`config.mk`:
```
export PLATFORM = sky130hd
export DESIGN_NAME = uart_rx_modport
export DESIGN_NICKNAME = d
export VERILOG_FILES = /design/src/rtl/uart_rx_modport.sv
export SDC_FILE = /design/constraint.sdc
export NUM_CORES = 1
export LEC_CHECK = 0
export ABC_AREA = 1
export CORE_MARGIN = 5
export CORE_UTILIZATION = 43
export CTS_CLUSTER_DIAMETER = 200
export CTS_CLUSTER_SIZE = 8
export DETAILED_ROUTE_END_ITERATION = 16
export GPL_TIMING_DRIVEN = 0
export PLACE_DENSITY_LB_ADDON = 0.1
export SLEW_MARGIN = 30
export SYNTH_ARGS = -nofsm -noshare
export SYNTH_HDL_FRONTEND = slang
export SYNTH_SLANG_ARGS = --single-unit
```
`constraint.sdc`:
```
create_clock -name clk -period 1.5 [get_ports clk]
set_input_delay 0.3 -clock clk [delete_from_list [all_inputs] [get_ports clk]]
set_output_delay 0.3 -clock clk [all_outputs]
set_load 0.02 [all_outputs]
```
`src/rtl/uart_rx_modport.sv`:
```
// uart_rx_modport: asynchronous serial receiver with run-time frame format.
// Deserializes 5-8 data bits LSB-first with optional even/odd parity and
// 1 or 2 stop bits. The frame format is captured when the start bit is seen.
//
// Ports:
//   clk           system clock, rising-edge active
//   reset_n       asynchronous active-low reset
//   rx            serial input line (idles high, asynchronous to clk)
//   data_bit_num  data bits per frame: 00=5, 01=6, 10=7, 11=8
//   stop_bit_num  0 = one stop bit, 1 = two stop bits
//   parity_en     1 = frame carries a parity bit after the data bits
//   parity_type   0 = even, 1 = odd
//   rx_data       last received word, right-aligned, upper bits zero
//   rts_n         low while the receiver is idle and ready
//   rx_done       one-cycle pulse when a frame completes
//   parity_error  parity status of the last completed frame
module uart_rx_modport #(
    parameter int CLKS_PER_BIT = 16
) (
    input  logic       clk,
    input  logic       reset_n,
    input  logic       rx,
    input  logic [1:0] data_bit_num,
    input  logic       stop_bit_num,
    input  logic       parity_en,
    input  logic       parity_type,
    output logic [7:0] rx_data,
    output logic       rts_n,
    output logic       rx_done,
    output logic       parity_error
);

    localparam int CW = (CLKS_PER_BIT > 2) ? $clog2(CLKS_PER_BIT) : 1;
    localparam logic [CW-1:0] CNT_LAST = CW'(CLKS_PER_BIT - 1);
    localparam logic [CW-1:0] CNT_MID  = CW'(CLKS_PER_BIT / 2 - 1);

    typedef enum logic [2:0] {
        IDLE,
        START,
        DATA,
        PARITY,
        STOP
    } state_t;

    state_t        state;
    logic          rx_meta;
    logic          rx_s;
    logic [CW-1:0] cnt;
    logic [2:0]    bit_idx;
    logic          stop_idx;
    logic [7:0]    shift_reg;
    logic          perr_calc;

    // Frame format captured at the start bit
    logic [1:0]    cfg_bits;
    logic          cfg_stop;
    logic          cfg_par_en;
    logic          cfg_par_type;

    // Index of the last data bit is N-1 = 4 + data_bit_num
    logic [2:0]    last_idx;
    assign last_idx = {1'b1, cfg_bits};

    // Two-flop synchronizer; resets to the idle line level so reset
    // release never looks like a start bit.
    always_ff @(posedge clk or negedge reset_n) begin
        if (!reset_n) begin
            rx_meta <= 1'b1;
            rx_s    <= 1'b1;
        end else begin
            rx_meta <= rx;
            rx_s    <= rx_meta;
        end
    end

    // Receive FSM. After the start-bit midpoint check the bit counter is
    // restarted, so every later wrap of cnt lands on the midpoint of the
    // next bit. rts_n goes low one cycle after the IDLE return, i.e. in the
    // cycle after the rx_done pulse.
    always_ff @(posedge clk or negedge reset_n) begin
        if (!reset_n) begin
            state        <= IDLE;
            cnt          <= '0;
            bit_idx      <= '0;
            stop_idx     <= 1'b0;
            shift_reg    <= '0;
            perr_calc    <= 1'b0;
            cfg_bits     <= '0;
            cfg_stop     <= 1'b0;
            cfg_par_en   <= 1'b0;
            cfg_par_type <= 1'b0;
            rx_data      <= 8'h00;
            rts_n        <= 1'b0;
            rx_done      <= 1'b0;
            parity_error <= 1'b0;
        end else begin
            rx_done <= 1'b0;
            case (state)
                IDLE: begin
                    rts_n <= 1'b0;
                    if (!rx_s) begin
                        state        <= START;
                        rts_n        <= 1'b1;
                        cnt          <= '0;
                        bit_idx      <= '0;
                        stop_idx     <= 1'b0;
                        shift_reg    <= '0;
                        perr_calc    <= 1'b0;
                        cfg_bits     <= data_bit_num;
                        cfg_stop     <= stop_bit_num;
                        cfg_par_en   <= parity_en;
                        cfg_par_type <= parity_type;
                    end
                end
                START: begin
                    if (cnt == CNT_MID) begin
                        cnt   <= '0;
                        state <= rx_s ? IDLE : DATA;
                    end else begin
                        cnt <= cnt + 1'b1;
                    end
                end
                DATA: begin
                    if (cnt == CNT_LAST) begin
                        cnt                <= '0;
                        shift_reg[bit_idx] <= rx_s;
                        if (bit_idx == last_idx) begin
                            state <= cfg_par_en ? PARITY : STOP;
                        end else begin
                            bit_idx <= bit_idx + 1'b1;
                        end
                    end else begin
                        cnt <= cnt + 1'b1;
                    end
                end
                PARITY: begin
                    if (cnt == CNT_LAST) begin
                        cnt <= '0;
                        // Unused upper shift bits are zero, so a full-width
                        // XOR covers exactly the received data bits.
                        perr_calc <= (^shift_reg) ^ rx_s ^ cfg_par_type;
                        state     <= STOP;
                    end else begin
                        cnt <= cnt + 1'b1;
                    end
                end
                STOP: begin
                    if (cnt == CNT_LAST) begin
                        cnt <= '0;
                        if (stop_idx == cfg_stop) begin
                            rx_data      <= shift_reg;
                            parity_error <= cfg_par_en & perr_calc;
                            rx_done      <= 1'b1;
                            state        <= IDLE;
                        end else begin
                            stop_idx <= 1'b1;
                        end
                    end else begin
                        cnt <= cnt + 1'b1;
                    end
                end
                default: begin
                    state <= IDLE;
                end
            endcase
        end
    end

endmodule

```
# Word-level counts from Yosys, hierarchy flattened
# Index checks and enable logic that the tools add are counted.
# classes
n_shift,0
add_sub_neg,2
magnitude_cmp,2
n_bitwise,4
n_reduce_logical,16
eq_ne,17
n_mul,0
muxes,34
div_mod_pow,0
# op_table
op,count
3-bit two-way mux,11
2-bit inequality test (second input constant),9
8-bit two-way mux,2
8-bit case mux with 2 select lines,1
3-bit case mux with 5 select lines,1
4-bit two-way mux,3
4-bit case mux with 3 select lines,1
1-bit two-way mux,9
3-bit AND reduction,3
8-bit bitwise mux,1
4-bit AND reduction,2
8-bit XOR reduction,1
7-bit AND reduction,1
3-bit by 2-bit == test with 1-bit output (second input constant),2
3-bit case mux with 2 select lines,1
2-bit nonzero test,3
4-bit by 1-bit adder with 4-bit output (second input constant),1
4-bit by 3-bit == test with 1-bit output (second input constant),1
4-bit == test (second input constant),1
3-bit by 4-bit < comparator with 1-bit output (second input constant),1
1-bit case mux with 2 select lines,2
2-bit AND reduction,2
3-bit by 1-bit adder with 3-bit output (second input constant),1
1-bit demux with 3-bit select,1
13 further kinds,14
# word_totals
input_bits,8
latchBits,0
romBits,0
ram_bits,0
elab_cells,91
memories,0
out_inout_bits,11
ff_bits,38

# Depth between registers and ports, before layout
# logic_depth
ltp_word,7
depth_mapped,10
ltp_nobuf,10

# Worst setup path after synthesis
# Ideal clock, no wire load.
# synth_path
kind,flip-flop to flip-flop
startpoint,register cnt[0]
endpoint,register shift_reg[0]
t_arrival_ns,1.361
n_path_buf,0
stages_incl_launch_ff,10
setup_slack_ns,0.064
required_ns,1.425
period_less_slack_ns,1.436
setup_time_ns,0.075
cell_sequence,dfrtp_1 -> ha_1 -> nand2_2 -> nor2_4 -> inv_1 -> nand2_2 -> nand2_4 -> nor2_8 -> nand3_4 -> o21ai_2
# synth_via
elab_chain_len,3
# synth_rtl
item,line,text
start: declaration,48,logic [CW-1:0] cnt;
start signal: assignment,120,cnt <= cnt + 1'b1;
start signal: assignment,133,cnt <= cnt + 1'b1;
start signal: assignment,144,cnt <= cnt + 1'b1;
4-bit == test,124,if (cnt == CNT_LAST) begin
2-bit inequality test (no line),n/a,
3-bit AND reduction (no line),n/a,
end signal: indexed assignment,126,shift_reg[bit_idx] <= rx_s;
end: declaration,51,logic [7:0] shift_reg;
# Every way passes these cells.
# A chain may end at the register's enable or synchronous reset.

# Worst setup path in the final report
# layout_path
startpoint,register cnt[0]
endpoint,register shift_reg[3]
# Same word-level chain as after synthesis.

==> metrics list <==
* Result of the run: finished clean
* Post-synth net total: 275
- Mux contribution to synthesized area: 0%
* Clk root buf: sky130_fd_sc_hd__clkbuf_8
* DRC violation count after routing: 0
- The number of antenna violations at the first check in global routing is 0.
- Number of cells on the worst reg-to-reg path: 9
- Worst Path Arrival: 1.70 ns
- Total power draw: 3880 uW
- Max_cap viols: 0
- After detailed routing, the number of vias per cell comes to 4.70.
- Maximum operating frequency: 677 MHz
- Of the available clock period, the critical path in the final layout requires 98.5%.
- By area, the combinational part of the netlist is dominated by simple AND/OR/NAND/NOR gates.
* Path category of the worst min-delay check: flop to flop
- Static Leak: 0.00128 uW
* Post-Syn Instances: 265
- Summed over its instances, the top area cell type makes up 43.1% of the synthesized netlist area.
* Max Buffers Root-to-Sink: 2
- Global routing consumed, over all layers together, 14.7% of the routing resources.
- Commonest cells post-synth: sky130_fd_sc_hd__nand2_1, sky130_fd_sc_hd__dfrtp_1, sky130_fd_sc_hd__inv_1
- The worst setup path is launched from a flop.
* Required time reported for the critical path endpoint: 1.73 ns
* Slew @ Worst Pin: 0.453 ns
- Most area-hungry cell type in the Yosys netlist: sky130_fd_sc_hd__dfrtp_1
- From bottom edge to top edge, the die measures 79.7 um.
* Number of endpoints failing setup at the final stage: 0
- RSZ-0062 raised after global routing: yes
- Average routed wire per standard cell: 11.1 um
- Slew Viols, Final: 0
* TritonCTS clock tree: yes
- Fin nets: 313
* Yosys warning count: 0
- Summing the areas of all compound-gate instances in the mapped netlist gives 14.1% of the synthesized area.
- The initialized floorplan defines 25 standard-cell rows.
- Entering global routing, the biggest net connects 22 pins.
- TritonCTS sink count: 38
- Crit path max fanout: 8
- Number of iterations in the first detailed-routing pass: 4
* Crit-path slowest cell: sky130_fd_sc_hd__dfrtp_1
- Half-perimeter wire length after placement: 3050 um
- Die outline width: 79.7 um
- Yosys cell types: 26
- Summed over all layers, the global routing overflow is 0.
- Fin Hold WS: 0.356 ns
- The first global-routing pass estimated 7380 um of wire.
- The synthesized netlist occupies a cell area of 2090 um2.
- Clock insertion delay at the later pin of the skew report: 0.29 ns
- Hold path depth: 0
- sky130_fd_sc_hd__nand2_1 is the most common cell in the netlist.
- Critical path start-end classification: flop to flop
- Type of destination of the critical path: flop
* Async SR Flop Fraction: 100%
* Placeable core region: 4720 um2
- Maximum vdd ir drop: 676 uV
- Via count of the first global-routing pass: 1631
* Initial core utilization: 44.3%
* Average footprint of a synthesized cell: 7.89 um2
- Antenna viol nets, final: 0
- Number of enable-type register cells in the synthesized netlist: 0
- After Yosys synthesis, XOR and XNOR cells account for 1.26% of the synthesized area.
- Crit path cell chain: ha_2 -> nand2_4 -> nor2_4 -> inv_4 -> nand2_4 -> nand2_4 -> nor2_8 -> nand3_4 -> o21ai_2
- RePlAce Congestion: 0.775
- Among the stages of the critical path, the cell type that occurs most often is sky130_fd_sc_hd__nand2_4.
* Placed Cells incl. Taps: 351
- H-tree depth: 2
- Detailed routing inserted a total of 1743 vias.
- The total count of hold-check failures in the final report was 0.
* Largest stage delay on the critical path: 0.36 ns
- The number of clock buffers added by TritonCTS is 5.
- Post-layout instance count excluding filler cells: 371
- The repair_antennas step left the layout with diodes totalling 0.
* Register bit total from synthesis: 38
- Max-slew headroom: 69.8%
- Dominant cells by area after synthesis: sky130_fd_sc_hd__dfrtp_1, sky130_fd_sc_hd__nand2_1, sky130_fd_sc_hd__inv_1, sky130_fd_sc_hd__o21ai_0, sky130_fd_sc_hd__o21ai_2
* Top-Level Pins: 19
* DRT iter0 DRCs: 78
* Syn-to-layout area delta: 25.6%
- Pwr dens: 1480 nW/um2
* Synth Flop Type: sky130_fd_sc_hd__dfrtp_1
* Total Routed Length: 4120 um
- The floorplan step defined a die boundary enclosing 6360 um2.
- Of the total synthesized cell area, the portion taken by AND, OR, NAND and NOR gates is 30.3%.
* Count of buffers inserted at the top-level ports: 18
- Proportion of synthesized chip area in sequential cells: 45.6%
* Clock slew at the register clock pins of the worst setup and hold paths: 0.07 ns
* Layout cells sized above 1: 21.4%
- Clock skew on the completed layout was measured at 0.00691 ns.
- Min Tclk post-route: 1.48 ns
- Of the total synthesized cell area, the portion taken by full adders, half adders and majority gates is 1.20%.
cell type report:
| class | instances | area [um2] |
|---|---|---|
| well taps | 67 | 83.8 |
| flip-flops and latches | 38 | 957 |
| multi-input cells | 187 | 1040 |
| fillers | 461 | 2100 |
| clock buffers | 8 | 90.1 |
| repair buffers | 30 | 287 |
| plain buffers | 3 | 23.8 |
| inverters | 38 | 148 |
power breakdown:
part | leakage (uW) | internal [uW] | switching (uW)
clock network | 0.0000455 | 375 | 355
logic | 0.000738 | 661 | 1070
registers | 0.000499 | 1230 | 193
cell usage in the layout, fill, tap and decap left out, drive strengths merged:
| cell | count |
|---|---|
| nand3 | 12 |
| clkbuf | 8 |
| nand4 | 1 |
| buf | 15 |
| dfrtp | 36 |
| o22ai | 2 |
| ha | 2 |
| o21bai | 2 |
| a22o | 1 |
| a21oi | 6 |
| nor3 | 7 |
| inv | 38 |
| o21ai | 36 |
| clkdlybuf4s50 | 6 |
| nand2 | 100 |
| dfstp | 2 |
| o211ai | 2 |
| dlygate4sd2 | 11 |
| dlygate4sd3 | 1 |
| nor2 | 13 |
| xor2 | 3 |
worst max-delay path: cells and delay by family, from the launching register on:
family	cells	cell delay [ns]
buf+inv	1	0.07
compound gates	1	0.16
fa+ha+maj	1	0.21
flops	1	0.36
simple gates	6	0.61
worst paths after layout:
path,startpoint,end,slack (ns)
setup / recovery,cnt[0],shift_reg[3],0.02
hold / removal,rx_meta,rx_s,0.36
setup reg to reg,cnt[0],shift_reg[3],0.02
hold reg to reg,rx_meta,rx_s,0.36
max in group asynchronous,reset_n,rx_data[2],0.56
min in group asynchronous,reset_n,bit_idx[1],0.48
cell families (layout without fill, tap and decap cells):
kind of cell	Yosys count	in the layout
XOR/XNOR	3	3
flip-flops	38	38
buffers and inverters	41	79
AO/OA/AOI/OAI	49	49
AND/OR/NAND/NOR	132	133
adder cells (fa/ha/maj)	2	2
per-stage QoR:
stage / instance area (um2) / setup TNS, ns / util, % / setup WS (ns)
after floorplan: 2090 / 0 / - / 0.0643
after global placement: 2350 / -30.49 / 49.9 / -0.789
after detailed placement: 2380 / -1.27 / 50.3 / -0.104
after CTS: 2520 / -0.0337 / 53.4 / -0.00830
after global routing: 2630 / -0.682 / 55.6 / -0.0985
final: 2630 / 0 / 55.6 / 0.0230
routing by layer:
| metal | track usage (%) | vias to the layer above | wire (um) |
|---|---|---|---|
| li1 | - | 924 | - |
| met3 | 4.29 | 7 | 126 |
| met1 | 18.8 | 793 | 2030 |
| met5 | 0 | - | 0 |
| met4 | 6.08 | 0 | 71 |
| met2 | 23.4 | 19 | 1890 |
what timing repair did:
| action | 4_1_cts | 5_1_grt |
|---|---|---|
| endpoints found under the hold margin | 15 | 0 |
| cloned | 1 | 0 |
| setup endpoints to repair | 29 | 27 |
| resized for setup | 15 | 23 |
| buffers inserted | 5 | 5 |
| pin swaps | 3 | 14 |
| hold buffers | 1 | 0 |
Power figures use the tool's default switching activity.
